--- src/rtl/fifo_sync_param.sv ---
// Parametrised single-clock FIFO with occupancy count, programmable almost-full/almost-empty
// thresholds and an optional first-word-fall-through read port.
module fifo_sync_param #(
  parameter int unsigned FIFO_WIDTH = 16,
  parameter int unsigned FIFO_DEPTH = 8,
  parameter int unsigned AF_LEVEL   = FIFO_DEPTH - 1,
  parameter int unsigned AE_LEVEL   = 1,
  parameter bit          FWFT       = 1'b0
) (
  input  logic                               clk,
  input  logic                               rst_n,
  input  logic [FIFO_WIDTH-1:0]              data_in,
  input  logic                               wr_en,
  input  logic                               rd_en,
  output logic [FIFO_WIDTH-1:0]              data_out,
  output logic                               wr_ack,
  output logic                               overflow,
  output logic                               underflow,
  output logic [$clog2(FIFO_DEPTH+1)-1:0]    count,
  output logic                               full,
  output logic                               almostfull,
  output logic                               half_full,
  output logic                               almostempty,
  output logic                               empty
);

  localparam int unsigned CW = $clog2(FIFO_DEPTH + 1);
  localparam int unsigned PW = $clog2(FIFO_DEPTH);

  logic [FIFO_WIDTH-1:0] mem [FIFO_DEPTH];
  logic [PW-1:0]         wr_ptr;
  logic [PW-1:0]         rd_ptr;
  logic [FIFO_WIDTH-1:0] data_q;
  logic [FIFO_WIDTH-1:0] head_c;
  logic                  rd_acc;
  logic                  wr_acc;

  // Pointers wrap explicitly so any depth works, not just powers of two.
  function automatic logic [PW-1:0] ptr_inc(input logic [PW-1:0] p);
    return (p == PW'(FIFO_DEPTH - 1)) ? '0 : p + PW'(1);
  endfunction

  // A full FIFO still takes a write when the head is popped in the same cycle.
  always_comb begin
    rd_acc = rd_en && !empty;
    wr_acc = wr_en && (!full || rd_acc);
    head_c = mem[rd_ptr];
  end

  always_comb begin
    full        = (count == CW'(FIFO_DEPTH));
    empty       = (count == '0);
    almostfull  = (count >= CW'(AF_LEVEL)) && !full;
    half_full   = (count >= CW'(FIFO_DEPTH / 2));
    almostempty = (count <= CW'(AE_LEVEL)) && !empty;
  end

  // Storage is not reset; writes are suppressed while reset is held.
  always_ff @(posedge clk) begin
    if (wr_acc && rst_n) begin
      mem[wr_ptr] <= data_in;
    end
  end

  always_ff @(posedge clk or negedge rst_n) begin
    if (!rst_n) begin
      wr_ptr    <= '0;
      rd_ptr    <= '0;
      count     <= '0;
      data_q    <= '0;
      wr_ack    <= 1'b0;
      overflow  <= 1'b0;
      underflow <= 1'b0;
    end else begin
      if (wr_acc) begin
        wr_ptr <= ptr_inc(wr_ptr);
      end
      if (rd_acc) begin
        rd_ptr <= ptr_inc(rd_ptr);
        data_q <= head_c;
      end
      count     <= count + CW'(wr_acc) - CW'(rd_acc);
      wr_ack    <= wr_acc;
      overflow  <= wr_en && !wr_acc;
      underflow <= rd_en && !rd_acc;
    end
  end

  // FWFT shows the head word live; when empty it falls back to the last popped word.
  if (FWFT) begin : g_fwft
    assign data_out = empty ? data_q : head_c;
  end else begin : g_std
    assign data_out = data_q;
  end

endmodule

--- config.mk ---
export PLATFORM = sky130hd
export DESIGN_NAME = fifo_sync_param
export DESIGN_NICKNAME = d
export VERILOG_FILES = /design/src/rtl/fifo_sync_param.sv
export SDC_FILE = /design/constraint.sdc
export NUM_CORES = 1
export LEC_CHECK = 0
export ABC_AREA = 1
export BUFFER_PORTS_ARGS = -buffer_cell sky130_fd_sc_hd__buf_2
export CAP_MARGIN = 5
export CORE_UTILIZATION = 40
export DETAILED_ROUTE_END_ITERATION = 10
export SLEW_MARGIN = 10
export SYNTH_ARGS = -nofsm -noshare
export SYNTH_HDL_FRONTEND = slang
export SYNTH_SLANG_ARGS = --single-unit
--- constraint.sdc ---
create_clock -name clk -period 2.95 [get_ports clk]
set_input_delay 0.4425 -clock clk [delete_from_list [all_inputs] [get_ports clk]]
set_output_delay 0.4425 -clock clk [all_outputs]
set_load 0.05 [all_outputs]
---- Yosys cells after proc, flatten, opt, wreduce, memory -nomap -nowiden ----
Memories as Yosys holds them, arrays and structs flattened. A register that Yosys moved wholly into a read port is not among the register bits.
Cells that the tools add are included.
storage, ports and cells
  bits in registers ....................... 13
  bits in latches ......................... 0
  bits in writable memories ............... 128
  memory bits (read-only) ................. 0
  output and inout bits ................... 28
  logic and storage cells ................. 35
  memories kept ........................... 1
memories
  memory  depth  width  read ports  clocked after memory_dff  wr ports  line  text
  mem     8      16     1           1                         1         30    logic [FIFO_WIDTH-1:0] mem [FIFO_DEPTH];
operators by class
  add/sub/neg operators ................... 4
  multipliers ............................. 0
  div/mod/pow operators ................... 0
  order comparisons ....................... 3
  equal/unequal tests ..................... 3
  shift operators ......................... 0
  mux-type cells .......................... 4
  bitwise gates (word level) .............. 0
  reductions and logical operators ........ 14
operator list
  cell                 number
  $ge 4x3->1 const B   2
  $logic_and 1x1->1    7
  $add 3x1->3 const B  2
  $eq 3x3->1 const B   2
  $mux 3               2
  $logic_not 1->1      5
  $add 4x1->4          1
  $eq 4x4->1 const B   1
  $le 4x1->1 const B   1
  $logic_not 4->1      1
  $sub 4x1->4          1
  $mux 1               2
  $logic_or 1x1->1     1

---- Depth between registers and ports, before layout ----
Gate-level depths: netlist of run 1.
  word-level depth ........................ 8
  mapped depth ............................ 11

---- Worst setup path after synthesis of run 1 ----
OpenSTA, ideal clock, no wires.
  kind .................................... register -> register
  start ................................... register count[2]
  end ..................................... memory mem[1][0] (enable)
  arrival time ............................ 2,263 ps
  data required time ...................... 2,562 ps
  path slack .............................. 298 ps
  stages on the path, launching flop included .. 10
  period minus slack after synthesis ...... 2,652 ps
  path through ............................ dfrtp_1 > inv_1 > ha_1 > nand2_1 > inv_2 > nand2_4 > nand2_4 > inv_2 > nand2_2 > nor2_1
on the way
  elaborated cells on any way between the ends .. 10
  classes of those cells .................. eq/ne: 1; mux: 2; reduce/logical: 7
RTL lines
  item                          line  text
  start, declared               19    output logic [$clog2(FIFO_DEPTH+1)-1:0] count,
  start signal, assigned        82    count <= count + CW'(wr_acc) - CW'(rd_acc);
  $eq 4x4->1                    51    full = (count == CW'(FIFO_DEPTH));
  via full                      20    output logic full,
  $logic_not 1->1               46    wr_acc = wr_en && (!full || rd_acc);
  $logic_or 1x1->1              46
  $logic_and 1x1->1             46
  via wr_acc                    36    logic wr_acc;
  $logic_and 1x1->1             60    if (wr_acc && rst_n) begin
  $mux 1                        60
  $mux 1 (not written as such)  61    mem[wr_ptr] <= data_in;
  end, declared                 30
The timed path passes the listed nets, and every way through them passes these cells.

---- Worst setup path after layout of run 1 ----
  start ................................... register count[2]
  end ..................................... register count[2]
on the way
  word-level cells in the longest chain between the ends .. 7
  elaborated cells on any way between the ends .. 9
  classes of those cells .................. add/sub: 2; eq/ne: 1; reduce/logical: 6
ends and longest elaborated chain
  item               line  text
  $logic_not 4->1    52    empty = (count == '0);
  $logic_not 1->1    45    rd_acc = rd_en && !empty;
  $logic_and 1x1->1  45
  $logic_or 1x1->1   46
  $logic_and 1x1->1  46
  $add 4x1->4        82
  $sub 4x1->4 (*)    82
Mark *: on every way between the ends. The rest lies on a longest branch, timed or not.
A chain may end at the register's enable or synchronous reset.

==> results.txt, run 1 <==
The final non-filler cell total is 943. The sum of negative setup slack came out at 0 ns. The Yosys step of the flow raised 0 warnings.

The total overflow reported by the global router came out at 0. The arrival time of data at the critical path endpoint came out at 2.55 ns. Of the available clock period, the critical path in the final layout requires 0.759. The maximum number of pins on one net before global-route repair came out at 67. The pin slew with the least headroom to its limit is 0.706 ns.

The area growth from synthesis to layout is 14.5%. The flop and latch count out of synthesis came out at 157. The number of design-rule violations left by the first detailed-router iteration is 416. Setup repair after global routing left no endpoint under its margin.

The flow ran to the end, and the final reports show no timing, DRC or antenna violations. The worst supply voltage drop on vdd came out at 0.732 mV. TritonCTS built the clock tree.

Summing all multi-input logic gate instances after layout gives about 0.0016 mm2. The number of nets in the synthesized netlist is 686. For this run, design rule violations remaining after detail routing come to 0.

Setup slack closes at 0.710 ns. The net total in the final layout came out at approximately 740. The kind of end point of the critical path is a flip-flop.

The vertical extent of the die came out at 133 um. The max-cap violation count is 0. The H-tree level count came out at 4. The remaining antenna violation count is 0. The maximum buffer depth of the clock tree came out at 2. The startpoint type of the worst setup path is a flip-flop. The area of the placeable core is 0.0166 mm2. Traced cell by cell, the critical path runs through inv_1 > ha_1 > nand2_4 > nand2_4 > inv_2 > nand2_1 > nand2_1 > ha_1 > fa_1 > xor2_1. The clock input transition at the sequential cells of the worst setup and hold paths came out at 0.06 ns. The maximum fanout count along the critical path came out at 19. The width of the die is roughly 130 um. The die covers about 0.018 mm2.

The total track usage came out at 0.183. The first-pass GRT wire length came out at 23800 um. The post-synth design cell area is about 0.0068 mm2. The startpoint-to-endpoint class of the critical path is flip-flop to flip-flop. The final setup violation count came out at 0. The boundary pin count came out at 48. The worst setup timing slack at the placement stage is 0.688 ns. The number of clock sinks came out at 157.

The synthesized instance count came out at about 650. For this block, the via count after detailed routing is 4514. The sequential cell area came out at 0.00457 mm2. The slowest stage of the critical path belongs to the cell dfrtp_1.

The number of standard-cell rows in the floorplan is between 40 and 50. The per-instance average area after synthesis is 10.4 um2. The power density over the cells came out at between 900 and 1000 mW/mm2. For this configuration, the core starts out at a cell density of 0.410. The final layout contains routed wiring with a total length of 14900 um.

The source-to-sink clock delay at the later pin of the worst-skew pair came out at between 0.4 and 0.5 ns. Across the routed clock network, the largest skew measured is 0.00753 ns. The total count of max-transition violations in the final report came out at 0. The placed wire-length estimate is 10100 um. The post-route minimum period came out at 2.24 ns. In this run the clock root is driven by a clkbuf_16. Static timing analysis puts the maximum clock frequency at 446 MHz. The via count of the first global-routing pass is 4205.

The number of hold violations in the final report is 0. The share of the Yosys chip area taken by registers is 0.670. The number of antenna diodes in the final layout is 0.

The ratio of routed vias to standard cells is ~4.8. The number of iterations in the first detailed-routing pass came out at 5. The worst hold path belongs to the class primary input to flip-flop. The number of distinct library cells after synthesis is 22. The congestion estimate from routability-driven global placement came to ~0.86.

The count of buffers added on input and output ports is 47. The highest cell delay on the worst timing path is about 0.40 ns. In this run, post-CTS repair resized a total of 0 instances. The CTS buffer count came out at 17. The endpoint required time on the critical path came out at roughly 3.3 ns. The mean routed wirelength per cell came out at between 15 and 20 um. The share of cells above drive strength 1 is 0.142. The remaining max-slew budget at the tightest pin is 0.529. The cell leakage power came out at 3.55 nW.

The count of fill cells added during filler insertion is 1533. Counting tap cells, the placed design contains a total of 910 instances. The number of antenna violations at the first check in global routing was 0.
==> per-stage QoR <==
step	hold slack (ns)	util	total power [W]	instance area [um2]
2_1_floorplan	0.147	-	0.00513	6820
3_3_place_gp	0.338	0.437	0.00573	7270
3_5_place_dp	0.348	0.437	0.00580	7270
4_1_cts	0.253	0.470	0.00779	7810
5_1_grt	0.280	0.470	0.00819	7810
6_report	0.260	0.470	0.00774	7810
==> cell usage after synthesis, drive strengths merged <==
cell type  instances  area, um2
nand4              1       6.26
nand3            103        515
or2                1       6.26
fa                 1       20.0
dfrtp             29        726
edfxtp           128       3840
buf               25        179
inv              114        428
nor2              13       56.3
nand2            219        855
clkbuf             2       7.51
xor2               1       8.76
a21oi              1       5.00
o21ai              4       20.0
ha                11        138
xnor2              1       8.76
==> layer usage <==
| layer | share of wire | up-vias | GRT usage |
|---|---|---|---|
| li1 | - | 2204 | - |
| met1 | 0.47 | 2153 | 0.273 |
| met2 | 0.45 | 138 | 0.266 |
| met3 | 0.062 | 19 | 0.0352 |
| met4 | 0.012 | 0 | 0.0639 |
| met5 | 0 | - | 0 |
==> final timing paths <==
kind                              start            to  slack, ns  cells past startpoint
max                            count[2]      count[2]       0.71                     10
min                               rd_en     underflow       0.26                      3
max reg2reg                    count[2]      count[2]       0.71                     10
min reg2reg                data_out[14]  data_out[14]       0.48                      2
max in group asynchronous         rst_n     rd_ptr[0]       1.89                      3
min in group asynchronous         rst_n     rd_ptr[2]       0.44                      2
==> state kept, by name, summed over array words and instances (netlist names) <==
signal	flops
overflow	1
wr_ptr	3
mem	128
underflow	1
data_out	16
rd_ptr	3
wr_ack	1
count	4
==> final cells by class <==
type / count / share of cell area
Clock inverter: 11 / 0.0122
Inverter: 114 / 0.0548
Timing Repair Buffer: 64 / 0.0468
Multi-Input combinational cell: 356 / 0.210
Sequential cell: 157 / 0.585
Tap cell: 220 / 0.0352
Clock buffer: 21 / 0.0564
==> cell usage in the layout, fill, tap and decap left out <==
master         Yosys  layout
a21oi_1            1       1
buf_2             11      47
buf_4              9      16
bufinv_16          0       1
clkbuf_1           2       4
clkbuf_16          0      17
clkinv_1           0       2
clkinv_2           0       2
clkinv_4           0       1
clkinvlp_4         0       4
dfrtp_1           29      28
dfrtp_2            0       1
dlygate4sd3_1      0       1
edfxtp_1         128     128
fa_1               1       1
ha_1              11      11
inv_1            108     108
inv_2              6       6
inv_6              0       1
nand2_1          214     214
nand2_2            1       1
nand2_4            4       4
nand3_1          103     103
nand4_1            1       1
nor2_1            12      12
nor2_4             1       1
o21ai_1            4       4
or2_2              1       1
xnor2_1            1       1
xor2_1             1       1
==> repair_timing <==
| item | in CTS | in global routing |
|---|---|---|
| buffers inserted | 0 | 0 |
| hold buffers | 1 | 0 |
| hold endpoints to repair | 9 | 0 |
==> kinds of logic after synthesis <==
family	share of synthesized area
flip-flops	0.670
AO/OA/AOI/OAI	0.00367
XOR/XNOR	0.00257
AND/OR/NAND/NOR	0.211
adder cells (fa/ha/maj)	0.0231
buffers and inverters	0.0900
==> worst max-delay path, delay by kind of cell, from the launching register on <==
family	cells	cell delay, ns
adder cells (fa/ha/maj)	3	0.83
AND/OR/NAND/NOR	4	0.51
XOR/XNOR	1	0.17
buffers and inverters	2	0.20
flip-flops	1	0.40
==> power breakdown <==
part | total [W] | leakage [nW] | internal (W) | switching, W
Clock | 0.00200 | 0.249 | 0.00115 | 0.000843
Combinational | 0.00275 | 1.79 | 0.000744 | 0.00201
Sequential | 0.00300 | 1.51 | 0.00272 | 0.000281
Total | 0.00774 | 3.55 | 0.00462 | 0.00313
Note: power is estimated with default switching activity, not from simulation.
==> run 2, diff against run 1 <==
==> constraint.sdc (replaced) <==
create_clock -name clk -period 2.2 [get_ports clk]
set_input_delay 0.33 -clock clk [delete_from_list [all_inputs] [get_ports clk]]
set_output_delay 0.33 -clock clk [all_outputs]
set_load 0.05 [all_outputs]
==> run 2 against run 1 <==
Wire length decreased by 1.7%; final cell count increased by 0.42%; design area increased by 1.8%; global-route usage decreased by 0.43 points; critical path type unchanged; critical endpoint unchanged.
==> results.txt, run 2 (synthesis results as in run 1) <==
In this run the most critical hold path is launched from rd_en. The maximum number of pins on one net before global-route repair is 38. The mean routed wirelength per cell is between 15 and 20 um. The final clock period utilization by the worst path is 0.931. The number of clock sinks is 157. The initial core utilization came out at 0.410.

On the final layout, the worst clock skew is 0.00606 ns. The TritonCTS clock tree is built. The first-pass GRT wire length came out at 23200 um. The total track usage is 0.179. The via count of the first global-routing pass is 4336. The ratio of routed vias to standard cells is 4.79. The DRC violation count after routing came out at 0. STA puts the critical path data arrival time at between 2 and 2.5 ns.

The sum of negative setup slack is 0 ns. The source-to-sink clock delay at the later pin of the worst-skew pair is between 0.4 and 0.5 ns. The count of input and output buffers is 47. Setup repair after global routing left no endpoint under its margin.

STA classifies the critical path endpoint as a flip-flop. The final setup violation count came out at 0. The area growth from synthesis to layout is 16.6%. The first detailed-routing pass took 4 iterations. The startpoint-to-endpoint class of the critical path is flip-flop to flip-flop.

The placed wire-length estimate came out at ~9000 um. The final non-filler cell total came out at 947. The register with the most flip-flops in the final layout is mem. The library cell used most frequently in the layout, excluding fill and tap cells, is nand2_1.

The flow ran to the end, and the final reports show no timing, DRC or antenna violations. The count of nets left with antenna violations once routing finished came out at 0. The final core utilization came out at 0.478. Once placement finished, the instance area stood at 0.00735 mm2. The vertical extent of the die is 133 um. The power density over the cells came out at between 1000 and 1500 mW/mm2. The startpoint of the worst register-to-register path is count[2].

In this run, placement finished with an instance count of between 900 and 1000. The startpoint type of the worst setup path is a flip-flop. The total count of max-transition violations in the final report came to 0. The tightest min-delay check is of the primary input to flip-flop type. The register with the most flip-flops in the layout has 128 of them. The antenna diode count came out at 0. The worst-case register-to-register setup slack is around 0.15 ns. The CTS buffer count is 17. The remaining max-slew budget at the tightest pin came out at 0.552. The tree is rooted in a clkbuf_16. The number of vias after detailed routing came out at roughly 4500.

The H-tree level count came out at 4. The worst supply voltage drop on vdd is 0.915 mV. The top cell types in the final layout, fill and taps aside, are nand2_1 (213), edfxtp_1 (128), inv_1 (106).

The clock input transition at the sequential cells of the worst setup and hold paths came out at 0.06 ns. The number of antenna violations at the first check in global routing is 0. After filler insertion, the fill cell instance count of the layout stands at 1539.

The cell count of the worst reg-to-reg path is 10. At the pin with the least slew margin, the transition time is 0.670 ns. Derived from the worst setup path, the maximum achievable clock frequency is 488 MHz. The max-cap violation count is 0. The die covers 0.0176 mm2. In this run the count of I/O pins placed on the die edge is 48. The congestion estimate from routability-driven global placement came to 0.834. The post-route standard cell area excluding fillers came out at 0.00796 mm2.

The total power of the final layout is between 0.01 and 0.015 W. The final layout contains routed wiring with a total length of 14700 um. The number of standard-cell rows in the floorplan is 47. The number of setup buffers added after CTS is 0. The net total in the final layout came out at 746. The maximum fanout count along the critical path is 10. The longest clock path from root to sink contains 2 buffers. After layout, the minimum clock period comes to approximately 2.0 ns.

The worst register-to-register path ends at count[2]. The region available for standard cell placement spans 0.0166 mm2. Of the cells placed in the final design, the portion with a size suffix greater than 1 is 0.172.

The critical path ends at count[2]. Summed over all layers, the global routing overflow is 0. After the first detailed-routing iteration, the DRC count stood at 221. Measured along the x axis, the die boundary spans around 130 um.

The endpoint required time on the critical path is 2.50 ns. The number of hold violations in the final report is 0. The most critical setup path has its startpoint at count[2].

The cell leakage power is roughly 3.6 nW.
[run 2: cell types whose count changed in the layout (fill, tap and decap cells not counted), sizes merged]
cell	change
buf	+4
bufinv	+2
clkbuf	-1
clkinv	-1
clkinvlp	+1
inv	-1
[run 2: final cells by class]
cell class / instances / area, um2 / share of cell area
sequential: 157 / 4570 / 0.575
multi-input combinational: 356 / 1700 / 0.213
clock buffer: 20 / 437 / 0.0549
inverter: 114 / 433 / 0.0544
timing repair buffer: 68 / 395 / 0.0497
tap: 220 / 275 / 0.0346
clock inverter: 12 / 146 / 0.0184
[run 2: power by group]
group	total, W	switching, W	leakage [nW]	internal (W)
registers	0.00399	0.000333	1.51	0.00365
logic	0.00378	0.00273	1.81	0.00105
clock network	0.00290	0.00113	0.269	0.00177
total	0.0107	0.00420	3.58	0.00647
[run 2: stage by stage]
| stage | hold WS [ns] | worst slack, ns |
|---|---|---|
| final | 0.177 | 0.153 |
| after global routing | 0.170 | 0.0289 |
| after CTS | 0.138 | 0.125 |
| after detailed placement | 0.190 | 0.132 |
| after global placement | 0.190 | 0.200 |
| after floorplan | 0.0344 | 0.00942 |
[run 2: what timing repair did]
action                                  in CTS  in global routing
resized for setup                            0                  1
hold buffers                                 1                  0
endpoints found under the hold margin        3                  0
endpoints found under the setup margin       0                  1
[run 2: critical path, stage by stage (launching register included)]
cell and delay, ns:
dfrtp_2 0.42, inv_2 0.10, ha_2 0.23, nand2_4 0.09, nand2_8 0.11, inv_2 0.04
nand2_1 0.12, nand2_1 0.08, ha_1 0.21, fa_1 0.38, xor2_1 0.16
[run 2: metal layers]
layer,wire (um),track usage,share of wire
met3,616,0.0410,0.042
met2,7170,0.292,0.49
met1,6680,0.234,0.45
met5,0,0,0
met4,209,0.0607,0.014
[run 2: worst min path at each step]
stage	to	slack, ns	cells after the start
CTS	underflow	0.14	3
global placement	data_out[2]	0.19	1
finish	underflow	0.18	3
floorplan	count[0]	0.03	0
detailed placement	data_out[2]	0.19	1
global route	underflow	0.17	3
==> run 3, diff against run 2 <==
--- a/config.mk
+++ b/config.mk
@@ -6,7 +6,7 @@
 export NUM_CORES = 1
 export LEC_CHECK = 0
 export ABC_AREA = 1
-export BUFFER_PORTS_ARGS = -buffer_cell sky130_fd_sc_hd__buf_2
+export BUFFER_PORTS_ARGS = -buffer_cell sky130_fd_sc_hd__clkbuf_2
 export CAP_MARGIN = 5
 export CORE_UTILIZATION = 40
 export DETAILED_ROUTE_END_ITERATION = 10
==> run 3 against run 2 <==
Maximum frequency fell by 2.0%; clock skew rose by 0.0059 ns; combinational power rose by 2%; non-clock buffer count rose by 2; sequential power fell by 2%; die area did not move.
==> results.txt, run 3 (synthesis results as in run 1) <==
The flow ran to the end, and the final reports show no timing, DRC or antenna violations. The number of hold violations in the final report is 0. The peak clock frequency supported by timing is 479 MHz. In this run the number of H-tree levels came out at 4. Dividing the detail-routed wire length by the instance count gives 15.1 um.

At the end of routability-driven placement, the weighted congestion stood at 0.855. After detailed routing, the number of vias per cell comes to roughly 4.7. The startpoint identified for the worst hold timing path is rd_en.

The number of standard-cell rows in the floorplan came out at 47. Once the clock tree was built, the resizer swapped 0 gates to a different size. The library cell used most frequently in the layout, excluding fill and tap cells, is nand2_1. The number of post-CTS setup repair buffers came out at 0. The flip-flop count of the largest register, all copies and words added came out at 128. Walking the worst path, the cells encountered are inv_2 > ha_2 > nand2_4 > nand2_4 > inv_2 > nand2_1 > nand2_1 > ha_1 > fa_1 > xor2_1. The relative contribution of sequential cells to total power is 0.368. The number of antenna violations at the first check in global routing came out at 0. Counting the fill cells in the layout gives 1516. The via count of the first global-routing pass is 4545. The class of the tightest hold or removal check is primary input to flip-flop. The final clock period utilization by the worst path is 0.950. TritonCTS built the clock tree. The total of hold buffers inserted after clock tree synthesis came out at 1. For the finished layout, the period the worst path requires is roughly 2.1 ns. The remaining antenna violation count came out at 0. For this run, the detailed router's first-pass iteration total came to 4.

The net total in the final layout is around 750. For this design the static power due to leakage is 3.62 nW. On the critical path, the stage with the largest delay is an instance of dfrtp_2. Ranked by flip-flop count, first place goes to mem. The worst hold slack came out at between 0.15 and 0.2 ns. The highest cell delay on the worst timing path is 0.42 ns. The critical path is of the flip-flop to flip-flop type. STA classifies the critical path startpoint as a flip-flop. The die footprint is 0.0176 mm2. The final layout contains routed wiring with a total length of roughly 14000 um. The clock input transition at the sequential cells of the worst setup and hold paths came out at approximately 0.06 ns. The relative contribution of combinational cells to total power came out at 0.361. The start point of the critical path is count[2]. The number of clock sinks is 157. The initial core utilization is 0.410.

The CTS buffer count is 17. The count of input and output buffers is 47. The power density over the cells is 1340 mW/mm2. The maximum fanout count along the critical path came out at 10. The DRC violation count after routing came out at 0.

STA puts the critical path data arrival time at 2.38 ns. The vertical extent of the die is 133 um. The first global-routing pass estimated 23500 um of wire. For this block, the initial DRC count from the detailed router was 271. The area growth from synthesis to layout is 16.9%. The maximum number of pins on one net before global-route repair came out at 36. The top cell types in the final layout, fill and taps aside, are nand2_1 (213), edfxtp_1 (128), inv_1 (106).

The kind of end point of the critical path is a flip-flop. The worst clock skew is 0.0120 ns. The source-to-sink clock delay at the later pin of the worst-skew pair is 0.42 ns. The remaining max-slew budget at the tightest pin came out at 0.551. VDD sags by at most 0.816 mV. Of the total power, the clock network draws 0.271. The share of cells above drive strength 1 came out at 0.173. The switching power as a share of total power came out at 0.391. The placed wire-length estimate came out at 8940 um.

The core region is 0.0166 mm2. The total track usage is 0.177. The total overflow reported by the global router came out at 0. The sum of negative setup slack came out at 0 ns.

In this run the critical register-to-register path is launched from count[2]. The number of vias after detailed routing is ~4400. Counting along the longest clock path gives a buffer depth of 2. Counting both buffers and inverters, the worst setup path holds a total of 2. The repair_antennas step left the layout with diodes totalling 0. Setup repair after global routing left no endpoint under its margin.

The final setup violation count is 0. The width of the die is 133 um. The net switching power figure is 0.00418 W.

The max-cap violation count came out at 0. The endpoint required time on the critical path came out at 2.49 ns. The boundary pin count is 48. The internal power consumption came out at ~0.0065 W.

The root buffer cell chosen for the clock tree is clkbuf_16. The family with the most delay on the worst path is adder cells. The total count of max-transition violations in the final report came to 0. The pin slew with the least headroom to its limit came out at 0.672 ns.
[run 3: cell count changes in the layout (fill, tap and decap cells not counted), sizes merged]
cell / change
clkinvlp: -5
inv: +1
buf: -45
clkbuf: +46
clkinv: +5
[run 3: per-stage QoR]
stage | utilization | instances | area (um2) | setup WS [ns] | power [W]
global placement | 0.444 | 916 | 7380 | 0.199 | 0.00779
CTS | 0.479 | 949 | 7970 | 0.105 | 0.0108
detailed placement | 0.444 | 916 | 7380 | 0.113 | 0.00789
finish | 0.479 | 949 | 7970 | 0.110 | 0.0107
floorplan | - | 654 | 6880 | 0.00942 | 0.00694
global route | 0.479 | 949 | 7970 | 0.0170 | 0.0113
[run 3: final cells by class]
cell class                 instances  area (um2)  area share
timing repair buffer              70         423      0.0530
sequential                       157        4570       0.574
clock buffer                      19         433      0.0543
inverter                         114         433      0.0543
multi-input combinational        356        1690       0.212
tap                              220         275      0.0345
clock inverter                    13         148      0.0185
[run 3: final timing paths]
check | to | slack [ns] | depth (start not counted)
min in group asynchronous | data_out[14] | 0.32 | 2
min reg2reg | data_out[5] | 0.48 | 2
min | underflow | 0.16 | 3
max in group asynchronous | count[3] | 1.23 | 3
max | count[2] | 0.11 | 10
max reg2reg | count[2] | 0.11 | 10
[run 3: tightest hold or removal path: stages]
cell	delay (ns)
clkbuf_2	0.11
inv_1	0.06
nor2_1	0.04
[run 3: power by group through the flow]
stage,Sequential [W],Combinational (W),Clock [W]
2_1_floorplan,0.00459,0.00235,0
3_3_place_gp,0.00396,0.00383,0
3_5_place_dp,0.00398,0.00391,0
4_1_cts,0.00393,0.00391,0.00294
5_1_grt,0.00397,0.00430,0.00307
6_report,0.00393,0.00386,0.00289
[run 3: layer usage]
layer | global-route usage | vias up | routed length [um]
li1 | - | 2216 | -
met1 | 0.232 | 2084 | 6260
met2 | 0.291 | 124 | 6990
met3 | 0.0448 | 13 | 998
met4 | 0.0530 | 0 | 123
met5 | 0 | - | 0
